===== config.mk =====
export PLATFORM = sky130hd
export DESIGN_NAME = bram_stream_reader
export DESIGN_NICKNAME = d
export VERILOG_FILES = /design/src/rtl/bram_stream_reader.sv
export SDC_FILE = /design/constraint.sdc
export NUM_CORES = 1
export LEC_CHECK = 0
export BUFFER_PORTS_ARGS = -buffer_cell sky130_fd_sc_hd__buf_2
export CAP_MARGIN = 5
export CORE_ASPECT_RATIO = 1.25
export CORE_MARGIN = 8
export CORE_UTILIZATION = 35
export DETAILED_ROUTE_END_ITERATION = 7
export PLACE_DENSITY = 0.68
export SYNTH_ARGS = -nofsm -noshare
export SYNTH_HDL_FRONTEND = slang
export SYNTH_SLANG_ARGS = --single-unit

===== constraint.sdc =====
create_clock -name clk -period 7.2 [get_ports clk]
set_input_delay 0 -clock clk [delete_from_list [all_inputs] [get_ports clk]]
set_output_delay 0 -clock clk [all_outputs]
set_load 0.005 [all_outputs]

===== src/rtl/bram_stream_reader.sv =====
// -----------------------------------------------------------------------------
// bram_stream_reader
//
// Read sequencer in front of a read-only BRAM port. On start it walks len
// consecutive addresses from base (modulo 2**ADDR), issuing at most one read
// per cycle. It absorbs the 1-cycle BRAM read latency and presents the words
// as a valid/ready stream with the final beat marked by out_last.
//
// Ports
//   clk        in   1       clock, rising edge
//   reset      in   1       synchronous, active-high reset
//   start      in   1       begin a burst (sampled only when idle)
//   base       in   ADDR    first address of the burst, sampled with start
//   len        in   ADDR+1  number of words 0..2**ADDR, sampled with start
//   busy       out  1       high from accepted start through the done pulse
//   done       out  1       one-cycle pulse at burst completion
//   mem_addr   out  ADDR    registered BRAM read address
//   mem_dout   in   DATA    BRAM read data, valid 1 cycle after mem_addr sampled
//   out_valid  out  1       output word available
//   out_ready  in   1       consumer accepts the current word
//   out_data   out  DATA    output word
//   out_last   out  1       final beat of the burst, qualified by out_valid
// -----------------------------------------------------------------------------
module bram_stream_reader #(
    parameter int DATA = 72,
    parameter int ADDR = 10
) (
    input  logic            clk,
    input  logic            reset,
    input  logic            start,
    input  logic [ADDR-1:0] base,
    input  logic [ADDR:0]   len,
    output logic            busy,
    output logic            done,
    output logic [ADDR-1:0] mem_addr,
    input  logic [DATA-1:0] mem_dout,
    output logic            out_valid,
    input  logic            out_ready,
    output logic [DATA-1:0] out_data,
    output logic            out_last
);

    typedef enum logic [1:0] {
        IDLE  = 2'd0,
        ISSUE = 2'd1,
        DRAIN = 2'd2
    } state_t;

    typedef struct packed {
        logic            last;
        logic [DATA-1:0] data;
    } entry_t;

    localparam logic [ADDR:0] ONE_WORD = {{ADDR{1'b0}}, 1'b1};

    state_t        state;
    state_t        state_next;

    logic [ADDR:0] remain;         // reads still to be issued in this burst
    logic          inflight;       // a read was issued last cycle; mem_dout holds it now
    logic          inflight_last;  // ...and that read is the final word of the burst

    entry_t        fifo_q [2];     // fifo_q[0] is the head and drives the outputs
    logic [1:0]    fifo_occ;

    logic          accept;
    logic          pop;
    logic          push;
    logic          issue;
    logic          last_issue;
    logic [2:0]    credit_used;
    logic [2:0]    credit_limit;
    entry_t        push_entry;

    // -------------------------------------------------------------------------
    // FSM: state register
    // -------------------------------------------------------------------------
    // NOTE: sequential state uses non-blocking assignments so every register
    // samples the pre-edge values of the others, independent of block order.
    always_ff @(posedge clk) begin
        if (reset) begin
            state <= IDLE;
        end else begin
            state <= state_next;
        end
    end

    // -------------------------------------------------------------------------
    // FSM: next-state logic
    // -------------------------------------------------------------------------
    // NOTE: state_next gets a default before the case so no path leaves it
    // unassigned, which would otherwise infer a latch.
    always_comb begin
        state_next = state;
        unique case (state)
            IDLE: begin
                // A zero-length burst never leaves IDLE; it only pulses done.
                if (accept && (len != '0)) begin
                    state_next = ISSUE;
                end
            end
            ISSUE: begin
                if (issue && last_issue) begin
                    state_next = DRAIN;
                end
            end
            DRAIN: begin
                if (pop && out_last) begin
                    state_next = IDLE;
                end
            end
            default: state_next = IDLE;
        endcase
    end

    // -------------------------------------------------------------------------
    // FSM: outputs and handshake decode
    // -------------------------------------------------------------------------
    always_comb begin
        // The done cycle is still part of the burst, so a start that lands on
        // it is treated as arriving while busy and is dropped.
        accept       = (state == IDLE) && !done && start;
        busy         = (state != IDLE) || done;
        pop          = out_valid && out_ready;
        push         = inflight;
        last_issue   = (remain == ONE_WORD);

        // Words already committed to the FIFO (queued plus the one on
        // mem_dout, minus the one leaving now) must leave room for the read
        // issued this cycle, which lands in the FIFO next cycle.
        credit_used  = {1'b0, fifo_occ} + {2'b00, inflight};
        credit_limit = 3'd2 + {2'b00, pop};
        issue        = (state == ISSUE) && (credit_used < credit_limit);

        push_entry   = '{last: inflight_last, data: mem_dout};
    end

    // -------------------------------------------------------------------------
    // Address generator, read tracking, done pulse
    // -------------------------------------------------------------------------
    // mem_addr always presents the next address to read; an issue is a cycle
    // in which the BRAM's sample of it is consumed, after which it advances.
    always_ff @(posedge clk) begin
        if (reset) begin
            mem_addr      <= '0;
            remain        <= '0;
            inflight      <= 1'b0;
            inflight_last <= 1'b0;
            done          <= 1'b0;
        end else begin
            done          <= (accept && (len == '0)) ||
                             ((state == DRAIN) && pop && out_last);
            inflight      <= issue;
            inflight_last <= issue && last_issue;

            if (accept) begin
                mem_addr <= base;
                remain   <= len;
            end else if (issue) begin
                // Wraps naturally modulo 2**ADDR.
                mem_addr <= mem_addr + 1'b1;
                remain   <= remain - 1'b1;
            end
        end
    end

    // -------------------------------------------------------------------------
    // 2-entry output FIFO with registered outputs
    // -------------------------------------------------------------------------
    // The read credit above guarantees a push never meets a full FIFO without
    // a simultaneous pop, and a pop only happens when the FIFO is non-empty.
    // NOTE: the storage is reset along with the control because the head entry
    // drives out_data/out_last directly and those must read zero after reset.
    always_ff @(posedge clk) begin
        if (reset) begin
            fifo_occ  <= 2'd0;
            fifo_q[0] <= '0;
            fifo_q[1] <= '0;
        end else begin
            unique case ({push, pop})
                2'b10: begin
                    if (fifo_occ == 2'd0) begin
                        fifo_q[0] <= push_entry;
                    end else begin
                        fifo_q[1] <= push_entry;
                    end
                    fifo_occ <= fifo_occ + 1'b1;
                end
                2'b01: begin
                    fifo_q[0] <= fifo_q[1];
                    fifo_occ  <= fifo_occ - 1'b1;
                end
                2'b11: begin
                    // Occupancy is unchanged; the new word goes behind
                    // whatever remains after the head leaves.
                    if (fifo_occ == 2'd1) begin
                        fifo_q[0] <= push_entry;
                    end else begin
                        fifo_q[0] <= fifo_q[1];
                        fifo_q[1] <= push_entry;
                    end
                end
                default: ;
            endcase
        end
    end

    assign out_valid = (fifo_occ != 2'd0);
    assign out_data  = fifo_q[0].data;
    // Stale head contents after the FIFO empties must not look like a last beat.
    assign out_last  = fifo_q[0].last && out_valid;

endmodule


# Word level (Yosys, flattened, before mapping)

Memory sizes are Yosys's and may differ from the RTL's.
Cells that the tools add are included.
W data, S select, Z words.

Register bits: 28
RAM bits: 146
Output and inout port bits: 86
Memories: 1

Memories:

| memory | words | width | read ports | clocked after Yosys merged registers in | write ports | RTL line | source |
|---|---|---|---|---|---|---|---|
| fifo_q | 2     | 73    | 2          | 0                                       | 2           | 63       | `entry_t fifo_q [2];` |

$add $sub $neg: 6
Magnitude comparators: 1
Equal/unequal tests: 10
Muxes and demuxes: 36
Bitwise gates (word level): 6
Reduce and logical (&&, ||, !) cells: 23

Operators by type and width:

| kind                    | number |
|---|---|
| $mux W73                | 6 |
| $mux W11                | 2 |
| $mux W1                 | 21 |
| $mux W10                | 2 |
| $eq A11 B1 Y1 const B   | 1 |
| $logic_and A1 B1 Y1     | 11 |
| $logic_not A11 Y1       | 1 |
| $reduce_bool A11 Y1     | 1 |
| $sub A11 B1 Y11 const B | 1 |
| $add A10 B1 Y10 const B | 1 |
| $reduce_bool A2 Y1      | 4 |
| $eq A2 B1 Y1 const B    | 3 |
| $eq A2 B2 Y1 const B    | 3 |
| $mux W2                 | 3 |
| $or A1 B1 Y1            | 6 |
| $pmux W2 S3             | 1 |
| $logic_not A2 Y1        | 2 |
| $ne A2 B2 Y1 const B    | 2 |
| $pmux W2 S2             | 1 |
| $add A2 B1 Y3           | 1 |
| $add A2 B1 Y3 const A   | 1 |
| $lt A3 B3 Y1            | 1 |
| $reduce_and A3 Y1       | 1 |
| $add A2 B1 Y2 const B   | 1 |
| 4 further kinds         | 5 |

# Depth between registers and ports, before layout

Word-level depth: 10
Depth in mapped cells: 10
Mapped depth without buffers: 8

# Worst setup path after synthesis

No wires, ideal clock.

Path type: register to register
From: register fifo_occ[0]
To: memory fifo_q[0][0] in the netlist's numbering, enable pin
Arrival time: 6,056 ps
Required time: 6,595 ps
Setup slack: 539 ps
Stages on the path, launching flop included: 8
Clock period less this slack: 6,661 ps
Cell sequence: dfxtp_1 inv_1 ha_1 nor2b_1 inv_1 ha_1 inv_1 o21ai_0

RTL lines:

| element                  | RTL line | source |
|---|---|---|
| start: declaration       | 64       | `logic [1:0] fifo_occ;` |
| start signal: assignment | 187      | `fifo_occ <= fifo_occ + 1'b1;` |
| start signal: assignment | 191      | `fifo_occ <= fifo_occ - 1'b1;` |
| end: declaration         | 63       |  |

==> impl_metrics.toml <==
[setup_path]
crit_chain = "inv_1, ha_1, nor2b_1, ha_1, nor2b_1, a311o_2, buf_4"
slowest_stage = "buf_4"
reg2reg_depth = 7
crit_buf_inv = 2
cp.arrival_ns = 2.92
critPathMaxFanout = 73
r2r_slack_ns = 4.32
crit_cells = 7
worstSetupStartpointType = "flip-flop"
critPathKind = "reg -> reg"
worst_setup_path_end_kind = "flip-flop"
required_ns = 7.24
cp_slowest_stage_delay_ns = 0.68
critPathTopFamily = "buffers and inverters"

[layout]
areaGrowthSynthToFinish_pct = 28.8
drive_gt1_frac = 0.283
finalNetCount = 900
stdcell_area_mm2 = 0.0101
instances_no_fill = 1090

[floorplanning]
num_rows = 61
boundaryPins = 183
core_mm2 = 0.0221
die_w_um = 150
die_area_mm2 = 0.0274
initial_utilization = 0.353
die_h_um = 183

[routing]
drtIter0Drc = 262
drt-total-wl_um = 17700
antenna_left = 0
drc = 0
num_vias = 5330
drt_first_pass_iters = 4
via_per_inst = 4.89
wl_per_cell_um = 16.2
met1_length_um = 7140
met2_wirelength_um = 8720
wl_met3_um = 1380
highest_layer = "met4"

[power_and_ir_drop]
total_power_mw = 3.02
cellLeakagePower_nw = 4.12
ir_drop_v = 0.000181
power-per-cell-area_mw_per_mm2 = 299

[hold_path]
hold_path.class = "in -> reg"
hold-path-cell-count = 2

[synthesis]
synth_area_mm2 = 0.00782
ys_async_sr_fraction = 0
yosys_warnings = 0
synth_top_flop_cell = "edfxtp_1"
synth_nets = 706
postSynthAreaPerCell_um2 = 13.1
synth_area_leader_cell = "edfxtp_1"
synthTopCellsByArea = "edfxtp_1, a22o_1, dfxtp_1"
synth_edf_count = 146
synthDistinctLibCells = 52
ys_seq_area_frac = 0.632
postSynthCellCount = 599
synth-seq-cells = 174
synth_top_area_frac = 0.561

[clock_tree]
clock-sinks = 174
clk_path_buf_depth = 2
clk_pin_slew_worst_paths_ns = 0.07
clockRootBuffer = "clkbuf_16"
cts_tree = "done"
cts_inserted_buffers = 17
htree_levels = 4
post_cts_buffers = 0
hold_buffers = 94
clock_latency_ns = 0.42
cts_resized = 0

[global_routing]
grt_pass1_vias = 5364
antenna_found_initial = 2
overflow = 0
grtUsageTotal = 0.130
grt_max_degree = 74
grt_pass1_wl_um = 28000

[sta]
rsz0062_at_grt = "no"
slew_headroom = 0.347
drv_slew = 0
fmax_mhz = 347
hold_viol = 0
hold_slack_ns = 0.115
worstMarginPinSlew_ns = 0.980
finalSetupViolCount = 0
fin_crit_ns = 2.88
final.setup.tns_ns = 0
fin_crit_sh = 0.400
final.setup_skew_ns = 0.00987

[status]
outcome = "completed"

[placement]
dpl_cell_area_mm2 = 0.00850
gp_congestion = 0.809
port_buffers = 182
hpwl_um = 10700
placedCellCount = 963

[job]
cap_violations = 0
[final timing paths]
kind	from	endpoint
worst max-delay path	fifo_occ[0]	fifo_q[0][94]
worst min-delay path	reset	fifo_occ[0]
worst max register to register	fifo_occ[0]	fifo_q[0][94]
worst min register to register	remain[7]	remain[7]
[synth_stat cells (2+ instances only)]
master / instances
edfxtp_1: 146
a22o_1: 73
and2_1: 73
buf_4: 72
clkbuf_1: 32
dfxtp_1: 28
nand2_1: 19
nor2_1: 14
inv_1: 12
nand3_1: 11
a21oi_1: 10
ha_1: 10
a31oi_1: 9
nor3_1: 7
nor2b_1: 6
nand2b_1: 5
nor4_1: 5
o311ai_0: 5
o211ai_1: 4
or3_1: 4
a211oi_1: 3
a22oi_1: 3
buf_2: 3
mux2i_1: 3
nand4_1: 3
o21ai_0: 3
o22ai_1: 3
a311oi_1: 2
a41o_1: 2
and4_1: 2
o31a_1: 2
or2_2: 2
or3b_1: 2
or4_1: 2
xor2_1: 2
[area by class of cell]
class | instances | area [um2]
fill | 1966 | 12100
sequential | 174 | 4940
multi-input combinational | 306 | 2200
timing repair buffer | 282 | 1900
clock buffer | 19 | 433
tap | 283 | 354
clock inverter | 12 | 193
inverter | 12 | 45.0
antenna | 2 | 5.00
[power by group]
part | switching (mW) | internal, mW | total, mW
combinational | 0.331 | 0.264 | 0.595
clock | 0.370 | 0.612 | 0.981
sequential | 0.0738 | 1.36 | 1.44
total | 0.774 | 2.24 | 3.02
[routing by layer]
layer	global-route usage	vias up
li1	-	2562
met1	0.152	2520
met2	0.215	216
met3	0.0387	32
met4	0.0561	0
met5	0	-
[through the flow]
step,worst slack [ns],util
5_1_grt,4.12,0.455
4_1_cts,4.34,0.455
2_1_floorplan,0.539,-
3_3_place_gp,4.48,0.384
6_report,4.32,0.455
3_5_place_dp,4.36,0.384
[layout by cell type, fill, tap and decap left out, types with 9 or more instances in the layout]
master and n:
inv_1 12, clkbuf_16 17, a22o_1 73, dlygate4sd3_1 94, dfxtp_1 28, nor2_1 14
nand2_1 19, edfxtp_1 146, nand3_1 11, a21oi_1 9, a31oi_1 9, and2_1 73
buf_2 182, ha_1 10
[state kept, by name (all words and copies together), names as in the netlist]
signal / flops
done: 1
remain: 11
state: 2
fifo_q: 146
fifo_occ: 2
inflight_last: 1
mem_addr: 10
inflight: 1
[kinds of logic after synthesis]
kind of cell    after synthesis  synth area share
buf+inv                     119            0.0922
xor+xnor                      2           0.00224
mux                           4           0.00528
simple gates                162             0.119
compound gates              128             0.133
flops                       174             0.632
fa+ha+maj                    10            0.0160
Note: power is estimated with default switching activity, not from simulation.
